File: src/rtl/write_once_bank_arbiter.sv
`default_nettype none
// ============================================================================
// Module   : write_once_bank_arbiter
// Purpose  : Round-robin arbitration of NUM_REQ requesters onto one bank of
//            write-once registers. Each register locks on its first write.
// Revision : 1.0 - initial release
// ============================================================================
module write_once_bank_arbiter #(
  parameter int NUM_REQ = 4,
  parameter int ADDR_W  = 3,
  parameter int DATA_W  = 16
) (
  input  logic                        Clk,
  input  logic                        ip_reset,
  input  logic [NUM_REQ-1:0]          req,
  input  logic [NUM_REQ-1:0]          req_write,
  input  logic [NUM_REQ*ADDR_W-1:0]   req_addr,
  input  logic [NUM_REQ*DATA_W-1:0]   req_wdata,
  output logic [NUM_REQ-1:0]          gnt,
  output logic                        resp_valid,
  output logic [2:0]                  resp_id,
  output logic                        resp_err,
  output logic [DATA_W-1:0]           resp_rdata,
  output logic [2**ADDR_W-1:0]        lock_status,
  output logic                        busy
);

  localparam int               c_PTR_W   = $clog2(NUM_REQ);
  localparam int               c_NREG    = 2**ADDR_W;
  localparam logic [c_PTR_W:0] c_NUM_REQ = (c_PTR_W+1)'(NUM_REQ);
  localparam logic [c_PTR_W-1:0] c_LAST  = c_PTR_W'(NUM_REQ-1);

  typedef enum logic [1:0] {
    S_IDLE   = 2'd0,
    S_ACCESS = 2'd1,
    S_RESP   = 2'd2
  } state_t;

  state_t               r_state;
  state_t               w_next;

  logic [c_PTR_W-1:0]   r_rr_ptr;
  logic [NUM_REQ-1:0]   r_gnt;
  logic                 r_wr;
  logic [ADDR_W-1:0]    r_addr;
  logic [DATA_W-1:0]    r_wdata;
  logic [2:0]           r_id;
  logic [DATA_W-1:0]    r_rdata;
  logic                 r_err;
  logic                 r_resp_valid;
  logic [2:0]           r_resp_id;
  logic                 r_resp_err;
  logic [DATA_W-1:0]    r_resp_rdata;
  logic [DATA_W-1:0]    r_mem [c_NREG];
  logic [c_NREG-1:0]    r_lock;

  logic [2*NUM_REQ-1:0] w_req_rot;
  logic [c_PTR_W:0]     w_sum;
  logic [c_PTR_W-1:0]   w_win;
  logic [c_PTR_W-1:0]   w_ptr_nxt;
  logic                 w_any;
  logic                 w_sel_wr;
  logic [ADDR_W-1:0]    w_sel_addr;
  logic [DATA_W-1:0]    w_sel_wdata;

  // Round-robin winner: rotate requests so rr_ptr sits at bit 0, take the
  // lowest set bit, then map the offset back to an absolute index.
  always_comb begin
    w_req_rot = {req, req} >> r_rr_ptr;
    w_any     = |req;
    w_sum     = '0;
    for (int k = NUM_REQ-1; k >= 0; k--) begin
      if (w_req_rot[k]) begin
        w_sum = {1'b0, r_rr_ptr} + (c_PTR_W+1)'(k);
      end
    end
    if (w_sum >= c_NUM_REQ) begin
      w_sum = w_sum - c_NUM_REQ;
    end
    w_win     = w_sum[c_PTR_W-1:0];
    w_ptr_nxt = (w_win == c_LAST) ? '0 : w_win + 1'b1;
  end

  // Command fields of the current winner.
  always_comb begin
    w_sel_wr    = 1'b0;
    w_sel_addr  = '0;
    w_sel_wdata = '0;
    for (int k = 0; k < NUM_REQ; k++) begin
      if (c_PTR_W'(k) == w_win) begin
        w_sel_wr    = req_write[k];
        w_sel_addr  = req_addr[k*ADDR_W +: ADDR_W];
        w_sel_wdata = req_wdata[k*DATA_W +: DATA_W];
      end
    end
  end

  // State register.
  always_ff @(posedge Clk) begin
    if (ip_reset) r_state <= S_IDLE;
    else          r_state <= w_next;
  end

  // Next-state: IDLE waits for any request, ACCESS and RESP last one cycle.
  always_comb begin
    w_next = r_state;
    case (r_state)
      S_IDLE:   if (w_any) w_next = S_ACCESS;
      S_ACCESS: w_next = S_RESP;
      S_RESP:   w_next = S_IDLE;
      default:  w_next = S_IDLE;
    endcase
  end

  // Datapath: grant/latch in IDLE, bank access in ACCESS, response in RESP.
  always_ff @(posedge Clk) begin
    if (ip_reset) begin
      r_rr_ptr     <= '0;
      r_gnt        <= '0;
      r_wr         <= 1'b0;
      r_addr       <= '0;
      r_wdata      <= '0;
      r_id         <= '0;
      r_rdata      <= '0;
      r_err        <= 1'b0;
      r_resp_valid <= 1'b0;
      r_resp_id    <= '0;
      r_resp_err   <= 1'b0;
      r_resp_rdata <= '0;
      r_lock       <= '0;
      for (int i = 0; i < c_NREG; i++) r_mem[i] <= '0;
    end else begin
      r_gnt        <= '0;
      r_resp_valid <= 1'b0;
      case (r_state)
        S_IDLE: begin
          if (w_any) begin
            r_gnt    <= NUM_REQ'(1) << w_win;
            r_rr_ptr <= w_ptr_nxt;
            r_id     <= 3'(w_win);
            r_wr     <= w_sel_wr;
            r_addr   <= w_sel_addr;
            r_wdata  <= w_sel_wdata;
          end
        end
        S_ACCESS: begin
          r_rdata <= r_mem[r_addr];
          r_err   <= 1'b0;
          if (r_wr) begin
            if (r_lock[r_addr]) begin
              r_err <= 1'b1;
            end else begin
              r_mem[r_addr]  <= r_wdata;
              r_lock[r_addr] <= 1'b1;
            end
          end
        end
        S_RESP: begin
          r_resp_valid <= 1'b1;
          r_resp_id    <= r_id;
          r_resp_err   <= r_err;
          r_resp_rdata <= r_rdata;
        end
        default: ;
      endcase
    end
  end

  assign gnt         = r_gnt;
  assign resp_valid  = r_resp_valid;
  assign resp_id     = r_resp_id;
  assign resp_err    = r_resp_err;
  assign resp_rdata  = r_resp_rdata;
  assign lock_status = r_lock;
  assign busy        = (r_state != S_IDLE);

endmodule
`default_nettype wire

File: config.mk
export PLATFORM = sky130hd
export DESIGN_NAME = write_once_bank_arbiter
export DESIGN_NICKNAME = d
export VERILOG_FILES = /design/src/rtl/write_once_bank_arbiter.sv
export SDC_FILE = /design/constraint.sdc
export NUM_CORES = 1
export LEC_CHECK = 0
export BUFFER_PORTS_ARGS = -buffer_cell sky130_fd_sc_hd__buf_4
export CORE_ASPECT_RATIO = 1.75
export CORE_UTILIZATION = 55
export DETAILED_ROUTE_END_ITERATION = 6
export PLACE_DENSITY = 0.85
export SETUP_SLACK_MARGIN = 0.2
export SYNTH_ARGS = -nofsm -noshare
export SYNTH_HDL_FRONTEND = slang
export SYNTH_SLANG_ARGS = --single-unit
File: constraint.sdc
create_clock -name Clk -period 7.15 [get_ports Clk]
set_input_delay 0.3575 -clock Clk [delete_from_list [all_inputs] [get_ports Clk]]
set_output_delay 0.3575 -clock Clk [all_outputs]
set_load 0.005 [all_outputs]
==> results.yml, run 1 <==
global_routing:
  grt_usage_pct: 30.74
  antenna_found_initial: 0
  grt_pass1_wl_um: 38390
  grt_overflow: 0
  grt_pass1_vias: 6896
  grt_max_degree: 61
floorplan:
  die_y_um: 171.7
  core_um2: 15950
  io-pin-count: 120
  dieArea_um2: 16990
  initial_utilization_pct: 56.74
  die_w_um: 98.98
  rows: 61
synthesis:
  synth_flop_cell: "edfxtp_1"
  yosysWarnings: 0
  synth_area_um2: 9051
  syn_nets: 970
  synth-edff-count: 128
  avgSynthCellArea_um2: 10.29
  synth_seq_cells: 203
  ys_seq_area_share_pct: 59.05
  synth_cell_types: 56
  syn_inst: 880
  async_reset_ff_share_pct: 0
cts:
  clock-sinks: 203
  hold_buffers: 0
  cts-root-buf: "clkbuf_16"
  worstSkewPairLatency_ps: 480
  cts_resized: 0
  clk_pin_slew_ps: 70
  cts_tree: "done"
  cts-htree-levels: 1
  post-cts-setup-buffer-count: 0
  clk_path_buf_depth: 3
  cts_inserted_buffers: 18
run:
  max-cap-violations: 0
sta:
  setup_tns_ps: 0
  grt_setup_unrepaired: "no"
  clock.fmax_ghz: 0.2852
  period_share_pct: 49.05
  period_needed_ps: 3507
  setup_viol: 0
  drv_slew: 0
  slew_headroom_pct: 11.89
  finalHoldViolCount: 0
  setup_ws_ps: 3643
  skew_ps: 12.42
  worst_slew_pin_slew_ps: 1319
drt:
  drtIter0Drc: 591
  drt_wl_total_um: 25630
  final_antenna_net_count: 0
  vias_per_cell: 6.213
  wl_per_cell_um: 22.09
  drc: 0
  first_pass_iters: 5
  vias: 7207
power_and_ir_drop:
  p_leak_nw: 4.071
  power_density_nw_per_um2: 276.4
  vdd_drop_max_v: 0.0001802
setup_path:
  cp_max_fo: 23
  path_class: "register to register"
  critical_path.startpoint_type: "register"
  arrival_ps: 3640
  endpoint_kind: "register"
  crit_required_ps: 7280
placed_design:
  place_hpwl_um: 18050
  finalWeightedCongestion: 0.9666
  place_inst: 1128
  place_ws_ps: 3761
  io_buffers: 118
finish:
  area_delta_synth_final_pct: 16.89
  final_nets: 1049
  drive_gt1_share_pct: 19.46
  instances_no_fill: 1160
  n_antenna_cell: 0
  utilization_pct: 66.33
status:
  status: "finished, final reports clean"
hold_path:
  hold_class: "input pin to register"
-- worst max-delay path, cell delays in order, from the launching register on --
cell and delay, ps:
dfxtp_1 400, nor2b_1 1040, nand3_1 720, nor4_1 540
or2_2 450
-- per-layer routing --
layer  up-vias  wire length, um  GRT usage [%]
met5         -                0              0
met4         0             2009          22.26
met3       115             1868          4.226
met2       436            13270          56.40
met1      3356             8479          31.80
li1       3300                -              -
-- layout make-up --
type / instances / area (um2)
multi-input combinational: 578 / 3304
inverter: 28 / 105.1
clock buffer: 26 / 551.8
clock inverter: 6 / 58.81
sequential: 203 / 5348
timing repair buffer: 130 / 975.9
fill: 1170 / 5371
tap: 189 / 236.5
-- placed cells by master, fill, tap and decap left out, types with 21 or more instances in the layout --
master / count
dfxtp_1: 73
and2_1: 33
buf_4: 130
o21ai_0: 62
a22oi_1: 23
nor2_1: 107
inv_1: 27
mux2i_1: 21
nand2_1: 85
a21oi_1: 106
edfxtp_1: 128
-- power breakdown --
part | switching (mW) | internal, mW | leakage (nW)
combinational | 0.360 | 0.199 | 1.83
clock | 0.413 | 0.575 | 0.307
sequential | 0.0619 | 1.31 | 1.94
-- synth_stat cells, types with 2 or more instances --
master | n | area (um2)
a211o_1 | 3 | 26.28
a211oi_1 | 3 | 22.52
a21o_1 | 9 | 67.56
a21oi_1 | 106 | 530.5
a221o_1 | 5 | 50.05
a221oi_1 | 12 | 105.1
a22o_1 | 5 | 43.79
a22oi_1 | 23 | 172.7
a31oi_1 | 8 | 50.05
and2_1 | 33 | 206.5
and3_1 | 5 | 31.28
buf_1 | 5 | 18.77
buf_2 | 20 | 100.1
buf_4 | 2 | 15.01
clkbuf_1 | 44 | 165.2
dfxtp_1 | 75 | 1501
edfxtp_1 | 128 | 3844
ha_1 | 4 | 50.05
inv_1 | 27 | 101.4
mux2_2 | 13 | 146.4
mux2i_1 | 21 | 210.2
mux4_2 | 2 | 45.04
nand2_1 | 85 | 319.1
nand2b_1 | 7 | 43.79
nand3_1 | 5 | 25.02
nand3b_1 | 2 | 15.01
nor2_1 | 108 | 405.4
nor2b_1 | 9 | 56.30
nor3_1 | 4 | 20.02
nor4_1 | 2 | 12.51
o21ai_0 | 67 | 335.3
o2bb2ai_1 | 6 | 52.55
o311ai_0 | 2 | 17.52
o32a_1 | 2 | 20.02
or2_2 | 4 | 25.02
or3_1 | 4 | 25.02
-- worst paths after layout --
check,start,to,slack [ps],depth (start not counted)
setup / recovery,r_state[0]$_SDFFE_PP0P_,r_mem[5][13]$_SDFFCE_PN0P_,3640,4
hold / removal,req_wdata[61],r_wdata[13]$_SDFFE_PP0P_,200,3
setup reg to reg,r_state[0]$_SDFFE_PP0P_,r_mem[5][13]$_SDFFCE_PN0P_,3640,4
hold reg to reg,r_rdata[6]$_SDFFE_PP0N_,resp_rdata[6]$_SDFFE_PP0P_,440,2
-- per-stage QoR --
stage               cell area [um2]  hold WS (ps)  power, mW
global placement               9970         438.8      1.931
CTS                           10580         193.7      2.904
floorplan                      9051         427.4      1.757
global route                  10580         212.0      3.019
finish                        10580         196.1      2.924
detailed placement             9970         439.2      1.939
-- registers in the layout (all words and copies together) (netlist names) --
| name | cells |
|---|---|
| r_wr | 1 |
| r_wdata | 16 |
| resp_rdata | 16 |
| r_err | 1 |
| r_id | 2 |
| r_mem | 128 |
| resp_valid | 1 |
| gnt | 4 |
| resp_err | 1 |
| r_rr_ptr | 2 |
| r_rdata | 16 |
| r_state | 2 |
| resp_id | 2 |
| r_addr | 3 |
| lock_status | 8 |
-- kinds of logic (layout without fill, tap and decap cells) --
family / after synthesis / after routing / share of synthesized area (%)
and+or+nand+nor: 277 / 277 / 14.10
adders and majority gates: 4 / 4 / 0.5530
AOI/OAI and AO/OA: 260 / 260 / 17.35
muxes: 36 / 36 / 4.437
buffers and inverters: 99 / 190 / 4.465
DFF: 203 / 203 / 59.05
other: 1 / 1 / 0.04143
Power figures use the tool's default switching activity.
==> run 2, diff against run 1 <==
Settings changed: CORE_UTILIZATION 55 to 52, PLACE_DENSITY 0.85 to 0.84.
Clock period 7.15 ns to 3 ns, I/O delays scaled along.
==> run 2 against run 1 <==
  * The run now ends with hold timing left
  * Core utilization down 1.8 points
  * Critical path depth rose by 4
  * Flip-flop and latch count did not move
  * Wire length shrank 5.1%
  * Die area up 5.7%
  * Clock power increased by 130%
  * First-iteration DRC count up 5.2%
  * Register-to-register slack worse by 2900 ps
  * Sequential power increased by 140%
  * Critical path type unchanged
==> results.yml, run 2 (synthesis gave the netlist of run 1 again) <==
status:
  status: "complete, but fails checks"
  violations: "hold timing"
sta:
  skew_ps: 7.363
  whs_ps: -1.553
  setup_viol: 0
  slew_headroom_pct: 47.70
  setup_tns_ps: 0
  period_share_pct: 76.78
  period_needed_ps: 2303
  clock.fmax_ghz: 0.4342
  grt_setup_unrepaired: "no"
  worst_slew_pin_slew_ps: 784.5
  setup_ws_ps: 696.7
  drv_slew: 0
  finalHoldViolCount: 2
floorplan:
  die_w_um: 101.7
  dieArea_um2: 17960
  core_um2: 16950
  die_y_um: 176.5
  initial_utilization_pct: 53.41
  io-pin-count: 120
  rows: 63
drt:
  drtIter0Drc: 622
  drt_wl_total_um: 24310
  vias: 7375
  vias_per_cell: 5.967
  final_antenna_net_count: 0
  drc: 0
  first_pass_iters: 5
  wl_per_cell_um: 19.67
placed_design:
  place_ws_ps: 482.9
  io_buffers: 118
  place_hpwl_um: 16370
  finalWeightedCongestion: 0.8503
cts:
  worstSkewPairLatency_ps: 490
  cts_inserted_buffers: 18
  clk_path_buf_depth: 3
  post-cts-setup-buffer-count: 0
  cts_tree: "done"
  cts-htree-levels: 1
  clock-sinks: 203
  clk_pin_slew_ps: 70
  cts-root-buf: "clkbuf_16"
setup_path:
  critical_path.startpoint_type: "register"
  endpoint_kind: "register"
  arrival_ps: 2690
  rrSetupSlack_ps: 700
  path_class: "register to register"
  cp_max_fo: 20
  r2r_start: "r_rr_ptr[1]$_SDFFE_PP0P_"
  crit_required_ps: 3390
  reg2reg_depth: 8
  worstSetupStartpoint: "r_rr_ptr[1]$_SDFFE_PP0P_"
  reg2reg_to: "r_addr[2]$_SDFFE_PP0P_"
hold_path:
  hp-start: "req_wdata[53]"
  whs_endpoint: "r_wdata[5]$_SDFFE_PP0P_"
  min_path_cells: 3
  hold_class: "input pin to register"
run:
  max-cap-violations: 0
finish:
  mostFrequentLayoutCell: "buf_4"
  n_antenna_cell: 0
  fillers: 1285
  utilization_pct: 64.57
  largest-register: "r_mem"
  area_delta_synth_final_pct: 20.90
  mostFrequentLayoutCells: "buf_4, edfxtp_1, nor2_1"
  drive_gt1_share_pct: 21.21
  largest_reg_flops: 128
  final_nets: 1087
global_routing:
  grt_overflow: 0
  grt_max_degree: 51
  grt_pass1_wl_um: 38340
  grt_pass1_vias: 7336
  grt_usage_pct: 28.15
  antenna_found_initial: 0
power_and_ir_drop:
  power_mw: 7.010
  p_leak_nw: 4.231
  power_density_nw_per_um2: 640.6
  vdd_drop_max_v: 0.0003618
-- run 2: cell count changes in the layout (fill, tap and decap cells not counted), sizes merged --
cell	delta
inv	-1
clkinvlp	+1
buf	+25
dlygate4sd3	+13
clkinv	+3
clkbuf	-3
-- run 2: where the power goes --
part	internal, mW	switching [mW]	leakage, nW
Combinational	0.552	0.870	2.00
Sequential	3.13	0.143	1.94
Clock	1.30	1.01	0.291
-- run 2: stage by stage --
stage                     cells  cell area, um2
after floorplan             880            9051
after CTS                  1236           10940
after detailed placement   1191           10220
final                      1236           10940
after global routing       1236           10940
after global placement     1191           10220
-- run 2: cell type report --
cell class	instances	area [um2]	area share, %
Inverter	28	105.1	0.9604
Sequential cell	203	5348	48.87
Timing Repair Buffer	168	1306	11.94
Clock buffer	23	510.5	4.665
Tap cell	227	284.0	2.595
Multi-Input combinational cell	578	3307	30.22
Clock inverter	9	82.58	0.7546
-- run 2: metal layers --
metal | up-vias | part of all wire, % | track usage (%)
met3 | 86 | 8.1 | 4.671
li1 | 3386 | - | -
met5 | - | 0 | 0
met4 | 0 | 4.1 | 13.16
met2 | 440 | 53 | 50.42
met1 | 3463 | 35 | 32.01
-- run 2: worst max path at each step --
stage                                            to  slack, ps  depth (start not counted)
after floorplan           r_mem[7][0]$_SDFFCE_PN0P_        280                          4
after global placement            r_wr$_SDFFE_PP0P_        560                         10
after detailed placement   r_wdata[11]$_SDFFE_PP0P_        480                          8
after CTS                   r_wdata[1]$_SDFFE_PP0P_        440                          8
after global routing        r_wdata[1]$_SDFFE_PP0P_        420                          8
final                        r_addr[2]$_SDFFE_PP0P_        700                          8
-- run 2: timing repair --
item                                    CTS  global route
hold buffers                             13             0
endpoints found under the setup margin    0             6
endpoints found under the hold margin    13             0
resized for setup                         0             1
-- run 2: critical path, stage by stage, from the launching register on --
cell	delay, ps
dfxtp_1	390
a21oi_1	110
o31ai_1	340
buf_4	190
ha_1	600
nand2_1	110
o21ai_0	170
nand2_1	70
a221oi_1	220
==> run 3, diff against run 2 <==
Clock period 3 ns to 1.98 ns, I/O delays scaled along.
==> run 3 against run 2 <==
  * The run ends with setup timing left
  * First-iteration DRC count increased by 8.4%
  * Clock power increased by 48%
  * Via count increased by 4.6%
  * Final area increased by 7.1%
  * Largest cell class unchanged
  * Non-clock buffer count increased by 37
  * Global-route usage increased by 0.98 points
  * Largest power group unchanged
  * Power increased by 58%
  * Clock skew increased by 8.0 ps
==> results.yml, run 3 (synthesis gave the netlist of run 1 again) <==
sta:
  setup_viol: 1
  worst_slew_pin_slew_ps: 590.1
  period_needed_ps: 2042
  period_share_pct: 103.1
  drv_slew: 0
  setup_ws_ps: -61.64
  skew_ps: 15.34
  slew_headroom_pct: 60.66
  clock.fmax_ghz: 0.4898
  finalHoldViolCount: 0
  grt_setup_unrepaired: "yes"
hold_path:
  hp-start: "req_wdata[26]"
  whs_endpoint: "r_wdata[10]$_SDFFE_PP0P_"
  min_path_cells: 5
  hold_class: "input pin to register"
setup_path:
  path_class: "register to register"
  slowest_delay_ps: 370
  cp_max_fo: 10
  arrival_ps: 2410
  cp_cell_sequence: "nor2b_4 -> a21o_1 -> a211o_4 -> ha_4 -> buf_12 -> a21oi_2 -> o21ai_1 -> a22oi_1 -> a21oi_1"
  rrSetupSlack_ps: -60
  reg2reg_to: "r_wdata[0]$_SDFFE_PP0P_"
  crit_required_ps: 2350
  reg2reg_depth: 9
  endpoint_kind: "register"
  worst-path-buf-inv: 1
  crit_family: "compound AO/OA/AOI/OAI gates"
  critical_path.startpoint_type: "register"
  slowest_stage: "dfxtp_4"
  r2r_start: "r_rr_ptr[0]$_SDFFE_PP0P_"
placed_design:
  finalWeightedCongestion: 0.8914
  io_buffers: 118
  place_hpwl_um: 16770
  place_area_um2: 10590
  place_inst: 1208
cts:
  clk_path_buf_depth: 3
  worstSkewPairLatency_ps: 500
  cts-root-buf: "clkbuf_16"
  cts-htree-levels: 1
  cts_inserted_buffers: 18
  clock-sinks: 203
  cts_tree: "done"
  clk_pin_slew_ps: 70
floorplan:
  dieArea_um2: 17960
  rows: 63
  die_y_um: 176.5
  initial_utilization_pct: 53.41
  core_um2: 16950
  die_w_um: 101.7
  io-pin-count: 120
global_routing:
  antenna_found_initial: 0
  grt_pass1_wl_um: 39550
  grt_overflow: 0
  grt_max_degree: 51
  grt_pass1_vias: 7564
  grt_usage_pct: 29.13
finish:
  design_area_um2: 11720
  mostFrequentLayoutCells: "buf_4, edfxtp_1, nor2_1"
  seq_area_um2: 5363
  final_nets: 1124
  n_antenna_cell: 0
  drive_gt1_share_pct: 26.00
  mostFrequentLayoutCell: "buf_4"
  fillers: 1155
  instances_no_fill: 1273
  multi_input_area_um2: 3547
  largest-register: "r_mem"
  area_delta_synth_final_pct: 29.46
  largest_reg_flops: 128
status:
  status: "complete, but fails checks"
  violations: "setup timing"
run:
  max-cap-violations: 0
power_and_ir_drop:
  vdd_drop_max_v: 0.0006471
  p_leak_nw: 4.524
  power_density_nw_per_um2: 946.7
drt:
  vias_per_cell: 6.057
  drc: 0
  first_pass_iters: 7
  final_antenna_net_count: 0
  vias: 7711
  wl_per_cell_um: 20.44
  drtIter0Drc: 674
  drt_wl_total_um: 26020
run 3: cell count changes in the layout (fill, tap and decap cells not counted), sizes merged:
cell         change
dlygate4sd3     +12
clkinv           -3
buf             +23
bufinv           -1
clkbuf           +7
clkinvlp         -1
run 3: how the worst max path moves through the flow:
stage | startpoint | to | slack (ps) | cells after the start
floorplan | r_addr[1]$_SDFFE_PP0P_ | r_mem[7][0]$_SDFFCE_PN0P_ | 170 | 4
CTS | r_rr_ptr[0]$_SDFFE_PP0P_ | r_wdata[14]$_SDFFE_PP0P_ | 70 | 9
finish | r_rr_ptr[0]$_SDFFE_PP0P_ | r_wdata[0]$_SDFFE_PP0P_ | -60 | 9
global placement | r_rr_ptr[0]$_SDFFE_PP0P_ | r_wdata[14]$_SDFFE_PP0P_ | 150 | 9
detailed placement | r_rr_ptr[0]$_SDFFE_PP0P_ | r_wdata[14]$_SDFFE_PP0P_ | 30 | 9
global route | r_rr_ptr[0]$_SDFFE_PP0P_ | r_wdata[0]$_SDFFE_PP0P_ | -100 | 9
run 3: final cells by class:
cell class	count	share of cell area, %
Timing Repair Buffer	205	15.76
Clock buffer	28	4.709
Sequential cell	203	45.77
Multi-Input combinational cell	578	30.27
Clock inverter	4	0.1495
Inverter	28	0.9183
Tap cell	227	2.424
run 3: power by group:
part / total (mW) / internal (mW) / switching, mW
registers: 4.97 / 4.75 / 0.219
logic: 2.71 / 1.17 / 1.54
clock network: 3.42 / 1.92 / 1.49
run 3: metrics by stage:
stage          hold slack (ps)  setup WS (ps)  utilization, %  power, mW  setup TNS (ps)
2_1_floorplan            188.2          170.9               -      6.447               0
3_5_place_dp             342.1          27.55           62.49      7.323               0
3_3_place_gp             328.6          148.0           62.49      7.256               0
5_1_grt                  36.13         -103.4           69.14      11.45          -233.3
6_report                 29.95         -61.64           69.14      11.09          -61.64
4_1_cts                  21.98          66.09           67.97      10.81               0
run 3: worst min-delay path, cell delays in order:
cell and delay [ps]:
buf_4 80, a21oi_1 50, o21ai_0 70, a22oi_1 60
a21oi_1 130
run 3: what timing repair did:
item                       in CTS  in global routing
buffers inserted                1                  3
gates resized for setup        15                 37
gates cloned                    1                  3
hold endpoints to repair       24                  0
hold buffers                   25                  0
pin swaps                       3                 22
setup endpoints to repair      39                121
run 3: layer usage:
metal | share of wire [%] | track usage (%) | up-vias
met5 | 0 | 0 | -
met4 | 6.8 | 18.12 | 0
met3 | 7.6 | 3.365 | 129
met2 | 52 | 51.13 | 520
met1 | 34 | 33.11 | 3606
li1 | - | - | 3456
